`src/rtl/pipe_decoder.sv`:
```
// pipe_decoder: registered index decoder (one-hot or thermometer) behind a
// two-entry output buffer (output register plus skid register) with
// valid/ready handshakes on both sides. in_ready comes straight from a flop.
module pipe_decoder #(
    parameter int N    = 3,
    parameter int W    = 1 << N,
    parameter int MODE = 0
) (
    input  logic         clk,
    input  logic         rst_n,
    input  logic         in_valid,
    output logic         in_ready,
    input  logic [N-1:0] index,
    output logic         out_valid,
    input  logic         out_ready,
    output logic [W-1:0] active,
    output logic         out_err
);

    typedef enum logic [1:0] {
        ST_EMPTY,
        ST_ONE,
        ST_TWO
    } state_e;

    state_e       state_q, state_d;
    logic         in_ready_q, in_ready_d;
    logic [W-1:0] out_active_q, out_active_d;
    logic         out_err_q, out_err_d;
    logic [W-1:0] skid_active_q, skid_active_d;
    logic         skid_err_q, skid_err_d;

    logic [W-1:0] dec_active;
    logic         dec_err;
    logic         accept;
    logic         transfer;

    assign in_ready  = in_ready_q;
    assign out_valid = (state_q != ST_EMPTY);
    assign active    = out_active_q;
    assign out_err   = out_err_q;

    assign accept   = in_valid & in_ready_q;
    assign transfer = out_valid & out_ready;

    // Decode the offered index; the result is only used when it is captured.
    always_comb begin
        // NOTE: every signal written here gets a default first, otherwise
        // paths that skip an assignment would infer a latch.
        dec_active = '0;
        dec_err    = 1'b0;
        if (int'(index) >= W) begin
            dec_err = 1'b1;
        end else begin
            for (int k = 0; k < W; k++) begin
                if (MODE == 0) begin
                    dec_active[k] = (k == int'(index));
                end else begin
                    dec_active[k] = (k <= int'(index));
                end
            end
        end
    end

    // Buffer control: decide where a new result lands and what the output shows.
    always_comb begin
        state_d       = state_q;
        out_active_d  = out_active_q;
        out_err_d     = out_err_q;
        skid_active_d = skid_active_q;
        skid_err_d    = skid_err_q;

        case (state_q)
            ST_EMPTY: begin
                if (accept) begin
                    out_active_d = dec_active;
                    out_err_d    = dec_err;
                    state_d      = ST_ONE;
                end
            end
            ST_ONE: begin
                if (accept && transfer) begin
                    out_active_d = dec_active;
                    out_err_d    = dec_err;
                end else if (accept) begin
                    skid_active_d = dec_active;
                    skid_err_d    = dec_err;
                    state_d       = ST_TWO;
                end else if (transfer) begin
                    // Output is driven to zero whenever nothing is held.
                    out_active_d = '0;
                    out_err_d    = 1'b0;
                    state_d      = ST_EMPTY;
                end
            end
            ST_TWO: begin
                if (transfer) begin
                    out_active_d  = skid_active_q;
                    out_err_d     = skid_err_q;
                    skid_active_d = '0;
                    skid_err_d    = 1'b0;
                    state_d       = ST_ONE;
                end
            end
            default: begin
                out_active_d  = '0;
                out_err_d     = 1'b0;
                skid_active_d = '0;
                skid_err_d    = 1'b0;
                state_d       = ST_EMPTY;
            end
        endcase
    end

    // Ready for the next cycle is known from the next state, so it can be a flop.
    always_comb begin
        in_ready_d = (state_d != ST_TWO);
    end

    // State and data registers with synchronous reset.
    always_ff @(posedge clk) begin
        // NOTE: non-blocking assignments keep every flop sampling the
        // pre-edge values, independent of statement order.
        if (!rst_n) begin
            state_q       <= ST_EMPTY;
            in_ready_q    <= 1'b1;
            out_active_q  <= '0;
            out_err_q     <= 1'b0;
            // NOTE: the skid entry is reset too, so a result held across a
            // reset can never resurface later.
            skid_active_q <= '0;
            skid_err_q    <= 1'b0;
        end else begin
            state_q       <= state_d;
            in_ready_q    <= in_ready_d;
            out_active_q  <= out_active_d;
            out_err_q     <= out_err_d;
            skid_active_q <= skid_active_d;
            skid_err_q    <= skid_err_d;
        end
    end

endmodule

```
`config.mk`:
```
export PLATFORM = sky130hd
export DESIGN_NAME = pipe_decoder
export DESIGN_NICKNAME = d
export VERILOG_FILES = /design/src/rtl/pipe_decoder.sv
export SDC_FILE = /design/constraint.sdc
export NUM_CORES = 1
export LEC_CHECK = 0
export BUFFER_PORTS_ARGS = -buffer_cell sky130_fd_sc_hd__buf_2
export CAP_MARGIN = 0
export CELL_PAD_IN_SITES_DETAIL_PLACEMENT = 0
export CELL_PAD_IN_SITES_GLOBAL_PLACEMENT = 1
export CORE_ASPECT_RATIO = 0.7
export CORE_MARGIN = 8
export CORE_UTILIZATION = 35
export CTS_CLUSTER_DIAMETER = 200
export DETAILED_ROUTE_END_ITERATION = 7
export PLACE_DENSITY_LB_ADDON = 0.3
export SLEW_MARGIN = 20
export SYNTH_ARGS = -nofsm -noshare
export SYNTH_HDL_FRONTEND = slang
export SYNTH_SLANG_ARGS = --single-unit
export TNS_END_PERCENT = 50
```
`constraint.sdc`:
```
create_clock -name clk -period 1.96 [get_ports clk]
set_clock_uncertainty 0.2 [all_clocks]
set_input_delay 0.294 -clock clk [delete_from_list [all_inputs] [get_ports clk]]
set_output_delay 0.294 -clock clk [all_outputs]
set_load 0.05 [all_outputs]
```
==> results of run 1 <==
==> cell usage after synthesis (all sizes together) <==
cell type  number  share of area (%)
dfxtp          19                 39
or3b            1               0.91
or4             2                1.6
o2bb2ai         8                7.3
mux2i           1                1.0
a21oi           2                1.0
and3b           1               0.91
mux2            1                1.2
a22oi           8                6.2
nand3           4                2.1
nor2b           3                1.9
o21ai           2                1.0
and3            1               0.65
nand3b          1               0.78
o22ai           1               0.65
clkbuf          2               0.78
a21boi          9                7.0
conb            1               0.39
o21a            1               0.78
nor2            6                2.3
buf             5                3.1
and2            1               0.65
a2bb2oi         8                7.3
nand2          11                4.3
or2             1               0.65
inv             2               0.78
nand2b          2                1.3
or3             6                3.9
==> per-layer routing <==
metal,GRT usage (%),part of all wire [%],vias up
li1,-,-,438
met1,12.9,48,404
met2,16.2,45,14
met3,4.80,5.7,2
met4,2.36,0.55,0
met5,0,0,-
==> cell type report <==
type	count	area (um^2)
timing repair buffer	19	103
clock buffer	4	45.0
inverter	2	7.51
fill	293	1580
multi-input combinational	82	538
tap	36	45.0
sequential	19	380
==> sequential cells by signal, indices dropped and copies added (netlist names) <==
register	flops
active	8
skid_active_q	8
state_q	2
in_ready	1
==> worst max-delay path by stage <==
stage,start,endpoint,slack [ns],cells after the start
final,state_q[1]$_SDFF_PN0_,active[2]$_SDFFE_PN0P_,0.19,4
after CTS,state_q[0]$_SDFF_PN0_,out_valid,0.18,3
after floorplan,in_ready$_SDFF_PN1_,skid_active_q[7]$_SDFFE_PN0P_,0.008,5
after detailed placement,out_ready,skid_active_q[4]$_SDFFE_PN0P_,0.16,6
after global routing,state_q[0]$_SDFF_PN0_,active[7]$_SDFFE_PN0P_,0.02,5
after global placement,out_ready,skid_active_q[4]$_SDFFE_PN0P_,0.19,6
==> power groups by stage <==
stage / combinational (uW) / clock (uW) / sequential (uW)
floorplan: 95.0 / 0 / 428
global placement: 147 / 0 / 411
detailed placement: 149 / 0 / 411
CTS: 150 / 284 / 402
global route: 163 / 303 / 403
finish: 150 / 271 / 402
==> per-stage QoR <==
| stage | hold WS (ns) | worst slack [ns] | util [%] | cell area (um^2) | total power [uW] |
|---|---|---|---|---|---|
| 3_5_place_dp | 0.243 | 0.155 | 39.7 | 1070 | 560 |
| 5_1_grt | 0.175 | 0.0185 | 41.4 | 1120 | 870 |
| 6_report | 0.165 | 0.188 | 41.4 | 1120 | 822 |
| 3_3_place_gp | 0.243 | 0.188 | 39.7 | 1070 | 558 |
| 4_1_cts | 0.162 | 0.182 | 41.4 | 1120 | 836 |
| 2_1_floorplan | 0.231 | 0.00807 | - | 963 | 523 |
==> cells by family after synthesis <==
group	after synthesis	synth area share, %
flip-flops	19	39.5
AND/OR/NAND/NOR	40	21.9
buffers and inverters	9	4.67
multiplexers	2	2.21
AO/OA/AOI/OAI	39	31.3
other	1	0.389
==> critical path, stage by stage (launching register included) <==
cell and delay, ns:
dfxtp_1 0.41, or3b_1 0.50, nor2_1 0.32, a2bb2oi_1 0.12
o2bb2ai_1 0.15
==> results_dict.tcl, run 1 <==
set metrics [dict create \
    pwr-share-comb_pct 18.2 \
    path_class "flip-flop to flip-flop" \
    io_pins 18 \
    grt_pass1_wl_mm 3.84 \
    crit_required_ns 1.94 \
    path_clk_slew_ns 0.07 \
    end_kind "flip-flop" \
    hold_class "primary input to flip-flop" \
    drive_gt1_share_pct 19.0 \
    final_common_cell "dfxtp_1" \
    gp_congestion 0.869 \
    p_leak_uw 0.000423 \
    drt_wl_total_mm 2.35 \
    min_to "state_q[0]$_SDFF_PN0_" \
    nNetsFinal 134 \
    clk_latency_ns 0.25 \
    grt_max_degree 19 \
    hold_start "rst_n" \
    first_iter_violations 63 \
    numClockSinks 19 \
    drt_pass1_iterations 5 \
    tightest_slew_ns 0.623 \
    r2r_cells 4 \
    holdBufCountCts 0 \
    cap_violations 0 \
    drc 0 \
    netlist_area_um2 963 \
    reg2reg_slack_ns 0.19 \
    clockBufferDepth 2 \
    final.setup.tns_ns 0 \
    fin_cells 162 \
    ys_warn_count 0 \
    crit_arrival_ns 1.75 \
    globalRoute.totalOverflow 0 \
    r2r_start "state_q[1]$_SDFF_PN0_" \
    startpoint_type "flip-flop" \
    antennaDiodeCount 0 \
    grt_usage_pct 10.5 \
    p_sw_share_pct 28.2 \
    die_h_um 59.9 \
    status "complete, no violations" \
    final_hold_viol_count 0 \
    rsz0062_at_grt "no" \
    fin_crit_ns 1.77 \
    p_clk_share_pct 32.9 \
    rows 16 \
    r2r_end "active[2]$_SDFFE_PN0P_" \
    cts_tree "built" \
    power.internal_uw 590 \
    syn_to_final_growth_pct 16.1 \
    synth_cell_types 30 \
    critPathMaxFanout 10 \
    htreeDepth 1 \
    seq_area_frac_synth_pct 39.5 \
    viasPerCell 5.30 \
    powerDensity_mw_per_mm2 735 \
    hold-path-cell-count 2 \
    dieArea_mm2 0.00471 \
    syn_nets 117 \
    vdd_drop_max_mv 0.374 \
    setup_viol 0 \
    synthCells 110 \
    drt-wirelength-per-cell_um 14.5 \
    dp_hpwl_mm 1.74 \
    cts_root_buf "clkbuf_8" \
    slew-limit-headroom_pct 58.4 \
    layout_common_cells "dfxtp_1 (19), buf_2 (16), nand2_1 (11)" \
    max_freq_mhz 564 \
    cts-resized-gates 0 \
    core_mm2 0.00270 \
    vias 858 \
    ant_nets 0 \
    syn_avg_cell_area_um2 8.76 \
    slew_viol_final 0 \
    p_sw_uw 232 \
    grt_pass1_vias 834 \
    fin_crit_sh_pct 90.4 \
    ys_ff_latch 19 \
    cts_buffers 3 \
    post_cts_buffers 0 \
    io_buffers 16 \
    start_util_pct 35.6 \
    die_w_um 78.7 \
    antenna_found_initial 0 \
    power_frac_seq_pct 48.9 \
    dp_cells 158 \
]
No activity file was read; power rests on OpenSTA's default activity.
==> run 2: changes to the inputs <==
Settings changed: GPL_TIMING_DRIVEN set to 0.
==> run 2 against run 1 <==
Compared with the run above:
- first-iteration DRC count shrank 51%
- core utilization grew 1.1 points
- die area is the same
- clock-buffer cell count shrank 1
- worst hold slack gained 0.062 ns
- largest cell class unchanged
- critical path type is now flip-flop to output pin
- sequential power is essentially flat
- critical path depth is the same
- critical endpoint is now out_valid
==> results_dict.tcl, run 2 (synthesis gave the netlist of run 1 again) <==
set metrics [dict create \
    startpoint_type "flip-flop" \
    path_delay_family "buffers and inverters" \
    status "complete, no violations" \
    holdWs_ns 0.227 \
    p_leak_uw 0.000438 \
    cts_root_buf "clkbuf_8" \
    setup_viol 0 \
    critPathMostFrequentCell "buf_4" \
    ant_nets 0 \
    io_pins 18 \
    power_uw 834 \
    stdcell_area_mm2 0.00115 \
    layout_common_cells "dfxtp_1 (19), buf_2 (16), nand2_1 (11)" \
    cts_tree "built" \
    slew_viol_final 0 \
    rows 16 \
    reg2reg_slack_ns 0.13 \
    die_h_um 59.9 \
    pwr-share-comb_pct 19.0 \
    fin_cells 165 \
    grt_pass1_vias 858 \
    io_buffers 16 \
    grt_pass1_wl_mm 4.08 \
    clk_latency_ns 0.26 \
    final.setup.tns_ns 0 \
    htreeDepth 1 \
    vias 875 \
    fill_cells 307 \
    path_class "flip-flop to output pin" \
    max_freq_mhz 535 \
    p_sw_share_pct 29.0 \
    path_cells "buf_4, buf_4, or2_2, buf_6" \
    crit_arrival_ns 1.38 \
    dpl-instance-area_mm2 0.00109 \
    p_clk_share_pct 33.1 \
    max_stage_delay_ns 0.31 \
    final_hold_viol_count 0 \
    critPathSlowestCell "dfxtp_1" \
    critPathMaxFanout 10 \
    rsz0062_at_grt "yes" \
    post_cts_buffers 0 \
    fin_crit_ns 1.87 \
    end_kind "output pin" \
    drive_gt1_share_pct 22.5 \
    dieArea_mm2 0.00471 \
    worst-path-buf-inv 3 \
    fin_crit_sh_pct 95.4 \
    powerDensity_mw_per_mm2 726 \
    dp_cells 162 \
    vdd_drop_max_mv 0.317 \
    drc 0 \
    final_common_cell "dfxtp_1" \
    dp_hpwl_mm 1.77 \
    antenna_found_initial 0 \
    syn_to_final_growth_pct 19.2 \
    path_clk_slew_ns 0.07 \
    core_mm2 0.00270 \
    grt_usage_pct 11.1 \
    gp_congestion 0.787 \
    cts_buffers 3 \
    drt_pass1_iterations 4 \
    viasPerCell 5.30 \
    p_sw_uw 242 \
    hold_class "primary input to flip-flop" \
    antennaDiodeCount 0 \
    crit_required_ns 1.47 \
    holdBufCountCts 0 \
    clockBufferDepth 2 \
    drt_wl_total_mm 2.31 \
    die_w_um 78.7 \
    first_iter_violations 31 \
    cap_violations 0 \
    power_frac_seq_pct 47.9 \
    power.internal_uw 592 \
    drt-wirelength-per-cell_um 14.0 \
    start_util_pct 35.6 \
    numClockSinks 19 \
    globalRoute.totalOverflow 0 \
    grt_max_degree 20 \
    nNetsFinal 137 \
]
[run 2: changes by cell type in the layout (fill, tap and decap cells not counted), sizes merged]
cell	previous run	this run
clkinv	0	1
buf	19	21
[run 2: what timing repair did]
item,4_1_cts,5_1_grt
endpoints found under the hold margin,0,0
cloned,0,0
resized for setup,1,7
setup endpoints to repair,1,9
[run 2: stage by stage]
| step | setup slack, ns | utilization, % |
|---|---|---|
| CTS | 0.00763 | 41.9 |
| detailed placement | 0.112 | 40.3 |
| global route | -0.00958 | 42.5 |
| floorplan | 0.00807 | - |
| finish | 0.0895 | 42.5 |
| global placement | 0.139 | 40.3 |
[run 2: worst min-delay path: cells and delay by family]
family,cells,cell delay (ns)
and+or+nand+nor,1,0.13
buffers and inverters,1,0.16
AOI/OAI and AO/OA,1,0.05
[run 2: final cells by class]
cell class / instances / area, um^2 / share of cell area, %
multi-input cells: 82 / 544 / 47.4
flip-flops and latches: 19 / 380 / 33.1
repair buffers: 16 / 86.3 / 7.52
well taps: 36 / 45.0 / 3.92
clock buffers: 3 / 41.3 / 3.59
plain buffers: 6 / 38.8 / 3.38
inverters: 2 / 7.51 / 0.654
clock inverters: 1 / 5.00 / 0.436
[run 2: path summary, 6_finish.rpt]
kind                                    to  depth (start not counted)                          start
min reg2reg  skid_active_q[0]$_SDFFE_PN0P_                          2  skid_active_q[0]$_SDFFE_PN0P_
max                              out_valid                          4          state_q[1]$_SDFF_PN0_
min          skid_active_q[0]$_SDFFE_PN0P_                          3                       index[0]
max reg2reg  skid_active_q[0]$_SDFFE_PN0P_                          4          state_q[0]$_SDFF_PN0_
[run 2: power groups by stage]
stage	sequential (uW)	combinational [uW]	clock, uW
after global placement	408	153	0
final	400	159	276
after global routing	401	176	305
after CTS	400	156	286
after detailed placement	409	155	0
after floorplan	428	95.0	0
[run 2: metal layers]
layer,wire [um],vias to the layer above,track usage [%]
met2,982,13,16.2
met1,1160,408,14.1
li1,-,449,-
met4,29,0,3.94
met5,0,-,0
met3,137,5,4.95
